===== config.mk =====
export PLATFORM = sky130hd
export DESIGN_NAME = vpu_ialu_seq_flat
export DESIGN_NICKNAME = d
export VERILOG_FILES = /design/src/rtl/vpu_ialu_seq_if.sv /design/src/rtl/vpu_ialu_seq.sv /design/src/flat_wrapper.sv
export SDC_FILE = /design/constraint.sdc
export NUM_CORES = 1
export LEC_CHECK = 0
export ABC_CLOCK_PERIOD_IN_PS = 3500
export CAP_MARGIN = 40
export CORE_AREA = 10 10 198 200
export CTS_BUF_LIST = sky130_fd_sc_hd__clkbuf_16
export DETAILED_ROUTE_END_ITERATION = 16
export DIE_AREA = 0 0 208 210
export PLACE_DENSITY_LB_ADDON = 0.12
export SYNTH_ARGS = -nofsm -noshare
export SYNTH_HDL_FRONTEND = slang
export SYNTH_SLANG_ARGS = --single-unit

===== constraint.sdc =====
create_clock -name clk -period 3.5 [get_ports clk]
set_clock_uncertainty 0.05 [all_clocks]
set_input_delay 0.7 -clock clk [delete_from_list [all_inputs] [get_ports clk]]
set_output_delay 0.7 -clock clk [all_outputs]
set_load 0.02 [all_outputs]

===== src/rtl/vpu_ialu_seq_if.sv =====
// Issue, operand and result channels of the VPU integer ALU sequencer.
// The sequencer sits on the slave side; the instruction source and the
// result consumer sit on the master side.
interface vpu_ialu_seq_if #(
    parameter int LANES = 4,
    parameter int VLW   = 6
);
    // Instruction issue channel
    logic                  iss_valid;
    logic                  iss_ready;
    logic [3:0]            iss_op;
    logic [VLW-1:0]        iss_vl;
    logic                  iss_vec;
    logic [15:0]           iss_scalar;

    // Operand beat channel
    logic                  opd_valid;
    logic                  opd_ready;
    logic [LANES*16-1:0]   opd_ds1;
    logic [LANES*16-1:0]   opd_ds2;

    // Result beat channel
    logic                  res_valid;
    logic                  res_ready;
    logic [LANES*16-1:0]   res_data;
    logic [LANES-1:0]      res_lmask;
    logic                  res_last;

    modport slave (
        input  iss_valid, iss_op, iss_vl, iss_vec, iss_scalar,
        output iss_ready,
        input  opd_valid, opd_ds1, opd_ds2,
        output opd_ready,
        output res_valid, res_data, res_lmask, res_last,
        input  res_ready
    );

    modport master (
        output iss_valid, iss_op, iss_vl, iss_vec, iss_scalar,
        input  iss_ready,
        output opd_valid, opd_ds1, opd_ds2,
        input  opd_ready,
        input  res_valid, res_data, res_lmask, res_last,
        output res_ready
    );
endinterface


===== src/rtl/vpu_ialu_seq.sv =====
// Issue sequencer for the per-lane 16-bit VPU integer ALUs.
// One instruction at a time: operand beats flow through a register stage
// feeding the lane ALUs (stage1) and a result register stage (stage2).
// Per-element gt/eq flags from enabled lanes are gathered into compare masks.
module vpu_ialu_seq #(
    parameter int LANES = 4,
    parameter int VLMAX = 32,
    parameter int VLW   = 6
) (
    input  logic                  clk,
    input  logic                  rst,        // asynchronous, active low
    vpu_ialu_seq_if.slave         bus,
    output logic                  alu_vec_en,
    output logic [LANES-1:0]      alu_enable,
    output logic [9:0]            alu_sel,
    output logic [LANES*16-1:0]   alu_ds1,
    output logic [LANES*16-1:0]   alu_rs,
    output logic [15:0]           alu_ds2,
    input  logic [LANES*16-1:0]   alu_rd,
    input  logic [LANES-1:0]      alu_gt,
    input  logic [LANES-1:0]      alu_eq,
    output logic [VLMAX-1:0]      cmp_gt,
    output logic [VLMAX-1:0]      cmp_eq,
    output logic                  done,
    output logic                  err
);
    // One extra bit so element indices past the last beat never wrap.
    localparam int EW = VLW + 1;
    localparam int LW = $clog2(LANES);

    typedef enum logic [2:0] {IDLE, RUN, DRAIN, DONE, ERR} state_t;

    state_t                state_reg, state_next;
    logic                  iss_ready_int;

    logic [3:0]            op_reg;
    logic [VLW-1:0]        vl_reg;
    logic                  vec_reg;
    logic [15:0]           scalar_reg;
    logic [VLW-1:0]        beat_reg;      // index of the next operand beat

    logic                  s1_valid_reg;
    logic                  s1_last_reg;
    logic [VLW-1:0]        s1_beat_reg;

    logic                  res_valid_reg;
    logic [LANES*16-1:0]   res_data_reg;
    logic [LANES-1:0]      res_lmask_reg;
    logic                  res_last_reg;

    logic [EW-1:0]         beats;
    logic                  last_opd;
    logic                  iss_fire;
    logic                  opd_ready_int;
    logic                  opd_fire;
    logic                  s2_load;
    logic [LANES-1:0]      lane_en;
    logic [9:0]            sel_dec;
    logic [VLMAX-1:0]      mask_hit;
    logic [VLMAX-1:0]      gt_spread;
    logic [VLMAX-1:0]      eq_spread;

    // Beat count is vl rounded up to whole beats.
    assign beats    = (EW'(vl_reg) + EW'(LANES - 1)) >> LW;
    assign last_opd = (EW'(beat_reg) == (beats - EW'(1)));

    assign iss_fire      = bus.iss_valid & iss_ready_int;
    // Stage2 takes stage1 whenever it is empty or being drained this cycle.
    assign s2_load       = s1_valid_reg & (~res_valid_reg | bus.res_ready);
    assign opd_ready_int = (state_reg == RUN) & (EW'(beat_reg) < beats)
                         & (~s1_valid_reg | s2_load);
    assign opd_fire      = bus.opd_valid & opd_ready_int;

    assign bus.iss_ready = iss_ready_int;
    assign bus.opd_ready = opd_ready_int;
    assign bus.res_valid = res_valid_reg;
    assign bus.res_data  = res_data_reg;
    assign bus.res_lmask = res_lmask_reg;
    assign bus.res_last  = res_last_reg;

    // Lane k of the current beat carries element beat*LANES+k.
    genvar gi;
    generate
        for (gi = 0; gi < LANES; gi++) begin : g_lane
            assign lane_en[gi] = (EW'(beat_reg) * EW'(LANES) + EW'(gi)) < EW'(vl_reg);
        end
        for (gi = 0; gi < VLMAX; gi++) begin : g_mask
            assign mask_hit[gi]  = s2_load & alu_enable[gi % LANES]
                                 & (s1_beat_reg == VLW'(gi / LANES));
            assign gt_spread[gi] = alu_gt[gi % LANES];
            assign eq_spread[gi] = alu_eq[gi % LANES];
        end
    endgenerate

    // Opcode to one-hot ALU select; pass and cmp leave every select low.
    always_comb begin
        sel_dec = '0;
        if (op_reg >= 4'd1 && op_reg <= 4'd10) begin
            sel_dec = 10'd1 << (op_reg - 4'd1);
        end
    end

    // FSM state register.
    always_ff @(posedge clk or negedge rst) begin
        if (!rst) begin
            state_reg <= IDLE;
        end else begin
            state_reg <= state_next;
        end
    end

    // FSM next state and status outputs.
    always_comb begin
        state_next    = state_reg;
        iss_ready_int = 1'b0;
        done          = 1'b0;
        err           = 1'b0;
        case (state_reg)
            IDLE: begin
                iss_ready_int = 1'b1;
                if (bus.iss_valid) begin
                    if (bus.iss_op > 4'd11) begin
                        state_next = ERR;
                    end else if (bus.iss_vl == '0) begin
                        state_next = DONE;
                    end else begin
                        state_next = RUN;
                    end
                end
            end
            RUN: begin
                if (opd_fire && last_opd) begin
                    state_next = DRAIN;
                end
            end
            DRAIN: begin
                if (res_valid_reg && bus.res_ready && res_last_reg) begin
                    state_next = DONE;
                end
            end
            DONE: begin
                done       = 1'b1;
                state_next = IDLE;
            end
            ERR: begin
                done       = 1'b1;
                err        = 1'b1;
                state_next = IDLE;
            end
            default: state_next = IDLE;
        endcase
    end

    // Instruction latch and operand beat counter.
    always_ff @(posedge clk or negedge rst) begin
        if (!rst) begin
            op_reg     <= '0;
            vl_reg     <= '0;
            vec_reg    <= 1'b0;
            scalar_reg <= '0;
            beat_reg   <= '0;
        end else if (iss_fire) begin
            op_reg     <= bus.iss_op;
            vl_reg     <= bus.iss_vl;
            vec_reg    <= bus.iss_vec;
            scalar_reg <= bus.iss_scalar;
            beat_reg   <= '0;
        end else if (opd_fire) begin
            beat_reg   <= beat_reg + VLW'(1);
        end
    end

    // Stage1: lane operands and controls presented to the ALUs.
    always_ff @(posedge clk or negedge rst) begin
        if (!rst) begin
            s1_valid_reg <= 1'b0;
            s1_last_reg  <= 1'b0;
            s1_beat_reg  <= '0;
            alu_vec_en   <= 1'b0;
            alu_enable   <= '0;
            alu_sel      <= '0;
            alu_ds1      <= '0;
            alu_rs       <= '0;
            alu_ds2      <= '0;
        end else if (opd_fire) begin
            s1_valid_reg <= 1'b1;
            s1_last_reg  <= last_opd;
            s1_beat_reg  <= beat_reg;
            alu_vec_en   <= vec_reg;
            alu_enable   <= lane_en;
            alu_sel      <= (lane_en != '0) ? sel_dec : '0;
            alu_ds1      <= bus.opd_ds1;
            alu_rs       <= bus.opd_ds2;
            alu_ds2      <= scalar_reg;
        end else if (s2_load) begin
            s1_valid_reg <= 1'b0;
        end
    end

    // Stage2: result beat held until the consumer takes it.
    always_ff @(posedge clk or negedge rst) begin
        if (!rst) begin
            res_valid_reg <= 1'b0;
            res_data_reg  <= '0;
            res_lmask_reg <= '0;
            res_last_reg  <= 1'b0;
        end else if (s2_load) begin
            res_valid_reg <= 1'b1;
            res_data_reg  <= alu_rd;
            res_lmask_reg <= alu_enable;
            res_last_reg  <= s1_last_reg;
        end else if (bus.res_ready) begin
            res_valid_reg <= 1'b0;
        end
    end

    // Compare masks: cleared on issue, filled as enabled lanes reach stage2.
    always_ff @(posedge clk or negedge rst) begin
        if (!rst) begin
            cmp_gt <= '0;
            cmp_eq <= '0;
        end else if (iss_fire) begin
            cmp_gt <= '0;
            cmp_eq <= '0;
        end else begin
            cmp_gt <= (cmp_gt & ~mask_hit) | (gt_spread & mask_hit);
            cmp_eq <= (cmp_eq & ~mask_hit) | (eq_spread & mask_hit);
        end
    end
endmodule


===== src/flat_wrapper.sv =====
// flat-port wrapper written by rule: the top's interface ports become plain ports
module vpu_ialu_seq_flat 
#(
    parameter int LANES = 4,
    parameter int VLMAX = 32,
    parameter int VLW   = 6
)
  (clk, rst, alu_vec_en, alu_enable, alu_sel, alu_ds1, alu_rs, alu_ds2, alu_rd, alu_gt, alu_eq, cmp_gt, cmp_eq, done, err, bus_iss_valid, bus_iss_op, bus_iss_vl, bus_iss_vec, bus_iss_scalar, bus_iss_ready, bus_opd_valid, bus_opd_ds1, bus_opd_ds2, bus_opd_ready, bus_res_valid, bus_res_data, bus_res_lmask, bus_res_last, bus_res_ready);
  vpu_ialu_seq_if #(.LANES(LANES), .VLW(VLW)) bus_i ();
  input  logic clk;
  input  logic rst;
  output logic alu_vec_en;
  output logic [LANES-1:0] alu_enable;
  output logic [9:0] alu_sel;
  output logic [LANES*16-1:0] alu_ds1;
  output logic [LANES*16-1:0] alu_rs;
  output logic [15:0] alu_ds2;
  input  logic [LANES*16-1:0] alu_rd;
  input  logic [LANES-1:0] alu_gt;
  input  logic [LANES-1:0] alu_eq;
  output logic [VLMAX-1:0] cmp_gt;
  output logic [VLMAX-1:0] cmp_eq;
  output logic done;
  output logic err;
  input wire logic [$bits(bus_i.iss_valid)-1:0] bus_iss_valid;
  input wire logic [$bits(bus_i.iss_op)-1:0] bus_iss_op;
  input wire logic [$bits(bus_i.iss_vl)-1:0] bus_iss_vl;
  input wire logic [$bits(bus_i.iss_vec)-1:0] bus_iss_vec;
  input wire logic [$bits(bus_i.iss_scalar)-1:0] bus_iss_scalar;
  output wire logic [$bits(bus_i.iss_ready)-1:0] bus_iss_ready;
  input wire logic [$bits(bus_i.opd_valid)-1:0] bus_opd_valid;
  input wire logic [$bits(bus_i.opd_ds1)-1:0] bus_opd_ds1;
  input wire logic [$bits(bus_i.opd_ds2)-1:0] bus_opd_ds2;
  output wire logic [$bits(bus_i.opd_ready)-1:0] bus_opd_ready;
  output wire logic [$bits(bus_i.res_valid)-1:0] bus_res_valid;
  output wire logic [$bits(bus_i.res_data)-1:0] bus_res_data;
  output wire logic [$bits(bus_i.res_lmask)-1:0] bus_res_lmask;
  output wire logic [$bits(bus_i.res_last)-1:0] bus_res_last;
  input wire logic [$bits(bus_i.res_ready)-1:0] bus_res_ready;
  assign bus_i.iss_valid = bus_iss_valid;
  assign bus_i.iss_op = bus_iss_op;
  assign bus_i.iss_vl = bus_iss_vl;
  assign bus_i.iss_vec = bus_iss_vec;
  assign bus_i.iss_scalar = bus_iss_scalar;
  assign bus_iss_ready = bus_i.iss_ready;
  assign bus_i.opd_valid = bus_opd_valid;
  assign bus_i.opd_ds1 = bus_opd_ds1;
  assign bus_i.opd_ds2 = bus_opd_ds2;
  assign bus_opd_ready = bus_i.opd_ready;
  assign bus_res_valid = bus_i.res_valid;
  assign bus_res_data = bus_i.res_data;
  assign bus_res_lmask = bus_i.res_lmask;
  assign bus_res_last = bus_i.res_last;
  assign bus_i.res_ready = bus_res_ready;
  vpu_ialu_seq #(.LANES(LANES), .VLMAX(VLMAX), .VLW(VLW)) u_core (.clk(clk), .rst(rst), .bus(bus_i), .alu_vec_en(alu_vec_en), .alu_enable(alu_enable), .alu_sel(alu_sel), .alu_ds1(alu_ds1), .alu_rs(alu_rs), .alu_ds2(alu_ds2), .alu_rd(alu_rd), .alu_gt(alu_gt), .alu_eq(alu_eq), .cmp_gt(cmp_gt), .cmp_eq(cmp_eq), .done(done), .err(err));
endmodule

==> metrics.yaml <==
floorplan:
  die-area_sq_um: 43680
  die_width_microns: 208
  rows: 69
  ios: 529
  start_util_pct: 38.57
  dieHeight_microns: 210
  core_sq_um: 35220
setup_path:
  critPathKind: "reg2out"
  slowest_delay_ns: 0.44
  critical_path.top_delay_family: "compound AO/OA/AOI/OAI gates"
  startpoint: "u_core.vl_reg[1]"
  crit_path_top_delay_cell: "dfrtp_1"
  cp.buffers_inverters: 1
  rr_startpoint: "u_core.vl_reg[1]"
  cp_data_arrival_time_ns: 2.60
  critPathLaunchType: "flip-flop"
  cp_max_fo: 7
  crit_path_end_kind: "output port"
  required_ns: 2.75
  crit_chain: "o211ai_2, xnor2_1, ha_1, a21oi_1, nand2_1, maj3_1, a31oi_1, buf_2"
layout:
  fillers: 3085
  final_cells: 2413
  area_growth_pct: 51.95
  nNetsFinal: 2168
  drive_gt1_share_pct: 7.692
sta:
  timing.final.ws_setup_ns: 0.1548
  period_share_pct: 95.58
  slew_violations: 0
  rsz0062_at_grt: "no"
  slew_headroom_pct: 51.85
  post-route-min-period_ns: 3.345
  fmax_ghz: 0.2989
  whs_ns: 0.1160
  worstMarginPinSlew_ns: 0.7200
  hold_viol_final: 0
  tns_ns: 0
  finalSetupViolCount: 0
route:
  antenna_left: 0
  vias_per_cell: 4.855
  drtIter0Drc: 640
  vias: 11710
  drc: 0
  first_pass_iters: 5
  wl_per_cell_microns: 19.33
  postRouteWirelength_microns: 46650
placed_design:
  hpwl_microns: 34660
  pre_cts_ws_ns: 0.2114
  placedCellCount: 2346
  gp_congestion: 0.7876
  io_buffers: 528
job:
  maxCapViolCount: 0
clock_tree:
  htreeDepth: 2
  clk_pin_slew_worst_paths_ns: 0.05
  clk_path_buf_depth: 3
  cts_tree: "built"
  clk_latency_ns: 0.52
  cts_buffers: 38
  ctsRootBufferMaster: "clkbuf_16"
  cts_sinks: 337
logic_synthesis:
  yosysTopAreaCell: "dfrtp_1"
  ys_seq_area_share_pct: 62.07
  synth_seq_cells: 337
  ys_warn_count: 0
  netlist_instances: 1415
  syn_area_sq_um: 13590
  ys_types: 44
  synth_top_cell_area_share_pct: 62.07
  syn_nets: 1658
  ys_top_cells_by_area: "dfrtp_1, nand2_1, mux2_2, o21ai_0, a21oi_1"
  synth.avg_cell_area_sq_um: 9.602
power:
  leakage_nw: 9.438
  ir_drop_v: 0.0005513
  power.density_nw_per_um2: 1075
worst_hold_path:
  hold_path.class: "in2async"
run_status:
  status: "complete, no violations"
grt:
  grt_use_total_pct: 20.65
  antenna_found_initial: 7
  first_global_vias: 11860
  grt_pass1_wl_microns: 71780
  grt_remaining_overflow: 0
  grt_max_degree: 83
-- layout make-up --
class / count / area [sq um] / area share, %
clock buffer: 39 / 975.9 / 4.727
multi-input combinational: 982 / 4802 / 23.26
clock inverter: 26 / 192.7 / 0.9333
sequential: 337 / 8434 / 40.85
timing repair buffer: 554 / 5613 / 27.19
inverter: 12 / 45.04 / 0.2182
tap: 461 / 576.8 / 2.794
antenna: 2 / 5.005 / 0.02424
-- logic make-up after synthesis --
group | Yosys count | synth area share (%)
AOI/OAI and AO/OA | 188 | 7.616
xor gates and xnor gates | 7 | 0.4512
adders and majority gates | 12 | 1.087
buffers and inverters | 96 | 2.818
DFF | 337 | 62.07
muxes | 66 | 5.461
and+or+nand+nor | 709 | 20.50
-- metrics by stage --
stage	instance area, sq um	total power, mW	util [%]
3_5_place_dp	19470	18.65	55.29
5_1_grt	20640	23.77	58.60
2_1_floorplan	13590	13.06	-
3_3_place_gp	19460	18.39	55.25
4_1_cts	20640	22.53	58.61
6_report	20640	22.19	58.61
-- report_power, final --
part | internal (mW) | switching (mW)
registers | 5.75 | 1.06
logic | 4.98 | 6.63
clock network | 2.23 | 1.55
-- placed cells by master, fill, tap and decap left out, types with 4 or more instances in the layout --
cell and instances:
nand2b_1 5, or3_1 4, mux2_2 65, dfrtp_1 336, o21ai_0 80, o21ai_1 7, a21oi_1 74, clkbuf_16 39
clkinv_1 8, ha_1 11, o31ai_1 8, inv_1 22, nor3_1 5, buf_4 15, buf_12 10, clkdlybuf4s50_1 526
nor2b_1 4, xnor2_1 7, nand3_1 10, nor2_1 37, nand2_1 624
-- Yosys cell counts, drive strengths merged --
master	instances
dfrtp	337
o32ai	1
nor2	37
nand4b	2
o31ai	8
mux2	65
buf	32
o21a	1
a2111oi	1
nor3	5
nor4	2
and2	3
clkbuf	52
or4	1
nor2b	4
o21ai	87
a221oi	1
o2111ai	1
inv	12
a21o	3
a311oi	1
nand2	625
ha	11
a21oi	74
nand3b	3
a31oi	2
a211oi	4
maj3	1
a211o	2
or3	4
or4b	2
xnor2	7
nand2b	5
nor4b	2
mux2i	1
nand3	10
or3b	1
nand4	3
o41ai	1
o211ai	1
-- layer usage --
layer	track usage [%]	vias up	wire [microns]
met3	6.963	65	3871
met1	24.73	5662	18540
met2	35.15	389	23300
met5	0	-	67
met4	5.122	10	865
li1	-	5588	-
-- worst paths after layout --
kind,end,slack (ns),cells past startpoint
worst max-delay path,bus_opd_ready,0.15,8
worst min-delay path,u_core.cmp_eq[2],0.12,1
worst max register to register,u_core.alu_rs[35],0.37,10
worst min register to register,u_core.alu_vec_en,0.41,2
max in group asynchronous,u_core.alu_sel[6],2.42,2
min in group clk,u_core.alu_vec_en,0.41,2
-- timing repair --
item,4_1_cts,5_1_grt
pin swaps,0,0
gates resized for setup,4,3
hold buffers,0,0
setup buffers,0,0
endpoints found under the setup margin,1,1
No activity file was read; power rests on OpenSTA's default activity.
